==> src/rtl/two_phase_sequencer.sv <==
// Two-phase resource sequencer: alternately grants a shared resource to a phase-1
// and a phase-2 requester with mutual exclusion, an idle gap and a hold-time limit.
module two_phase_sequencer #(
    parameter int HOLD_MAX = 8,
    parameter int STRICT   = 1,
    parameter int CNT_W    = 8
) (
    input  logic             clk,
    input  logic             rst_n,
    input  logic             req1,
    input  logic             done1,
    input  logic             req2,
    input  logic             done2,
    output logic             gnt1,
    output logic             gnt2,
    output logic             busy,
    output logic             last_phase,
    output logic             err_timeout,
    output logic [CNT_W-1:0] rounds
);
    localparam int HW = $clog2(HOLD_MAX + 1);

    typedef enum logic [1:0] {IDLE, PH1, PH2} state_t;

    state_t          state, state_n;
    logic [HW-1:0]   hold_cnt;
    logic            leave, tout;

    always_comb begin
        state_n = state;
        leave   = 1'b0;
        tout    = 1'b0;
        case (state)
            IDLE: begin
                if (STRICT != 0) begin
                    // Only the phase opposite the last served one may be granted.
                    if (last_phase && req1)
                        state_n = PH1;
                    else if (!last_phase && req2)
                        state_n = PH2;
                end else begin
                    if (req1 && req2)
                        state_n = last_phase ? PH1 : PH2;
                    else if (req1)
                        state_n = PH1;
                    else if (req2)
                        state_n = PH2;
                end
            end
            PH1, PH2: begin
                if ((state == PH1) ? done1 : done2)
                    leave = 1'b1;
                else if (hold_cnt == HW'(HOLD_MAX)) begin
                    leave = 1'b1;
                    tout  = 1'b1;
                end
                if (leave)
                    state_n = IDLE;
            end
            default: state_n = IDLE;
        endcase
    end

    always_ff @(posedge clk) begin
        if (!rst_n) begin
            state       <= IDLE;
            hold_cnt    <= '0;
            last_phase  <= 1'b1;
            err_timeout <= 1'b0;
            rounds      <= '0;
        end else begin
            state <= state_n;
            // Counter holds the index of the current grant-high cycle.
            if (state == IDLE && state_n != IDLE)
                hold_cnt <= HW'(1);
            else if (state != IDLE && !leave)
                hold_cnt <= hold_cnt + HW'(1);
            else
                hold_cnt <= '0;
            if (leave) begin
                last_phase <= (state == PH2);
                if (state == PH2)
                    rounds <= rounds + CNT_W'(1);
                if (tout)
                    err_timeout <= 1'b1;
            end
        end
    end

    assign gnt1 = (state == PH1);
    assign gnt2 = (state == PH2);
    assign busy = gnt1 | gnt2;

endmodule

==> config.mk <==
export PLATFORM = sky130hd
export DESIGN_NAME = two_phase_sequencer
export DESIGN_NICKNAME = d
export VERILOG_FILES = /design/src/rtl/two_phase_sequencer.sv
export SDC_FILE = /design/constraint.sdc
export NUM_CORES = 1
export LEC_CHECK = 0
export CAP_MARGIN = 10
export CORE_ASPECT_RATIO = 1.25
export CORE_UTILIZATION = 25
export CTS_BUF_LIST = sky130_fd_sc_hd__clkbuf_16
export DETAILED_ROUTE_END_ITERATION = 8
export PLACE_DENSITY = 0.46
export SKIP_CTS_REPAIR_TIMING = 1
export SLEW_MARGIN = 0
export SYNTH_ARGS = -nofsm -noshare
export SYNTH_HDL_FRONTEND = slang
export SYNTH_SLANG_ARGS = --single-unit
export TNS_END_PERCENT = 1
==> constraint.sdc <==
create_clock -name clk -period 1.7 [get_ports clk]
set_input_delay 0.34 -clock clk [delete_from_list [all_inputs] [get_ports clk]]
set_output_delay 0.34 -clock clk [all_outputs]
set_load 0.005 [all_outputs]
==> impl_results.md <==
* Sink Count at 16
* Area Overhead vs Synth at 53.0%
* DRT Pass-1 Iters at 2
* Status: finished with violations
* CTS clock-pin slew for the worst setup and hold paths at 50 ps
* Initial antenna violation count at 0
* Leak Pwr at slightly above 0.0005 uW
* Critical path class: register to output pin
* CTS tree: done
* Switch share at 23.9%
* CTS Root Cell: clkbuf_16
* CTS Buffer Depth at 2
* Mapped cell area at between 800 and 900 um2
* Placed cell count at ~150
* Max Cap Viol at 0
* Util after Layout at 41.4%
* Avg Cell Area, Syn at between 9 and 10 um2
* Failing checks: setup timing
* GP Congestion at 0.796
* FF+latch count, synth at 16
* Endpoints failing hold at 0
* 1st-iter DRT viols at 5
* Die height at 65.7 um
* Seq/Total Area, Yosys at between 30% and 40%
* DR top layer: met4
* Largest net degree at the start of global routing at 9
* CP cell instances: inv_1, ha_4, clkdlybuf4s50_1
* Post-synth top area share at approximately 39%
* H-tree depth at 1
* Area leader, netlist: dfxtp_1
* GRT Resource Usage Total at ~13%
* Main area contributors after synthesis: dfxtp_1 (39%), ha_1 (11%), and2_1 (3.9%)
* Fraction of registers with async set/reset at 0%
* Vias in the first global route at approximately 720
* Initial cell density of the core at between 20% and 30%
* Max transition margin at between 80% and 90%
* CP endpoint kind: output pin
* Vias at 687
* Crit-path max cell delay at about 500 ps
* Die footprint at between 3000 and 4000 um2
* Top Ports at 19
* Worst-Skew Late Latency at between 200 and 250 ps
* Die X at roughly 53 um
* DRT antenna net count at 0
* Syn_nets at between 90 and 100
* Logic gate share of total power at 23.6%
* Total gr overflow at 0
* Worst EP arrival at ~1500 ps
* Number of flops mapped to enable cells by yosys at 0
* Num CTS Buffers at 3
* Slowest-stage cell, CP: clkdlybuf4s50_1
* Final HPWL DP at 1430 um
* First-pass GRT wire length at around 3200 um
* Power per cell area at approximately 910 nW/um2
* Fin cells at 151
* Unique masters post-synth at 30
* Worst slew pin tran at approximately 230 ps
* Final hold slack at between 400 and 500 ps
* Placement Rows at 22
* Clock Skew at approximately 1.1 ps
* ANT cells at 0
* DRC viols at 0
* Detail-routed via count per cell at 4.55
* Synth warn at 0
* WL met3 at 73 um
* Commonest register cell after synthesis: dfxtp_1
* RSZ-0062 raised after global routing: true
* Core Region at approximately 3000 um2
* Final worst path period need at between 1500 and 2000 ps
* Met2 wire length at 873 um
* Internal power at between 800 and 900 uW
* Switching power at 270 uW
* Fin crit share at 107%
* Final WL at about 1800 um
* Fmax at around 550 MHz
* Layout cell share with drive strength beyond 1 at a little over a fifth
* Final Max Slew Viols at 0
* Clock power share at ~39%
* Startpoint Class: register
* Port-buffer cells at 18
* Max VDD drop at around 640 uV
* Post-Syn Instances at 85
* Worst min path class: register to register
* Final #Nets at between 100 and 150
* Worst Path Max Fanout at 4
* Metal-1 WL at 824 um
* Min setup slack post-route at -112 ps
* Wire length per cell at approximately 12 um
* Final setup fails at 4
* Reg power frac at between 30% and 40%
* WP data required at approximately 1400 ps
critical path, delay by kind of cell, from the launching register on:
family	cells	cell delay (ps)
adders and majority gates	1	310
DFF	1	330
buffers and inverters	2	590
kinds of logic after synthesis:
logic type	after synthesis	synth area share, %
AOI/OAI and AO/OA	15	13.9
xor gates and xnor gates	6	6.47
adders and majority gates	7	10.8
buffers and inverters	7	3.24
DFF	16	39.4
muxes	3	4.31
and+or+nand+nor	31	21.9
final cells by class:
type	count	area, um2
multi-input combinational	62	508
sequential	16	322
tap	36	45.0
clock buffer	3	75.1
fill	296	1760
timing repair buffer	28	270
inverter	6	22.5
metrics by stage:
stage                     setup slack, ps  power (uW)  setup TNS, ps  cell area, um2
after CTS                            -276        1110           -486            1200
final                                -112        1130           -174            1240
after global routing                 -183        1200          -1090            1240
after floorplan                      13.5         531              0             812
after global placement              -78.3         661           -394            1120
after detailed placement            -88.7         663           -540            1120
layout by cell type, fill, tap and decap left out, types with 2 or more instances in the layout:
cell	synthesis	layout
mux2i_1	2	2
dfxtp_1	16	15
o21ai_0	4	4
nor2b_1	4	4
xnor2_1	3	3
and2_1	5	5
nor3_2	2	2
a21boi_1	2	2
ha_1	7	5
nor2_1	5	5
clkbuf_16	0	3
buf_4	0	9
xor2_1	3	3
nand3_1	5	5
nand2_1	4	4
or3_1	2	2
clkdlybuf4s50_1	0	17
inv_1	6	5
worst paths after layout:
kind / startpoint / to / slack (ps) / cells past startpoint
worst max-delay path: state[1] / busy / -110 / 3
worst min-delay path: rounds[7] / rounds[7] / 490 / 2
worst max register to register: state[1] / rounds[2] / -10 / 7
worst min register to register: rounds[7] / rounds[7] / 490 / 2
routing by layer:
| metal | vias to the layer above | global-route usage [%] |
|---|---|---|
| met5 | - | 0 |
| li1 | 353 | - |
| met3 | 5 | 3.94 |
| met2 | 12 | 18.7 |
| met1 | 317 | 16.5 |
| met4 | 0 | 5.92 |
Yosys cell counts (all sizes together) (2+ instances only):
| library cell | instances |
|---|---|
| a21boi | 2 |
| and2 | 5 |
| dfxtp | 16 |
| ha | 7 |
| inv | 6 |
| mux2i | 2 |
| nand2 | 4 |
| nand3 | 5 |
| nor2 | 5 |
| nor2b | 4 |
| nor3 | 2 |
| o21ai | 6 |
| or3 | 2 |
| xnor2 | 3 |
| xor2 | 3 |
power groups by stage:
stage | clock network, uW | logic, uW | registers [uW]
global placement | 0 | 240 | 421
finish | 444 | 267 | 418
global route | 484 | 296 | 420
detailed placement | 0 | 240 | 422
CTS | 457 | 241 | 416
floorplan | 0 | 112 | 419
sequential cells by signal, indices dropped and copies added (netlist names):
register     flops
hold_cnt         4
rounds           8
last_phase       1
err_timeout      1
state            2
No activity file was read; power rests on OpenSTA's default activity.
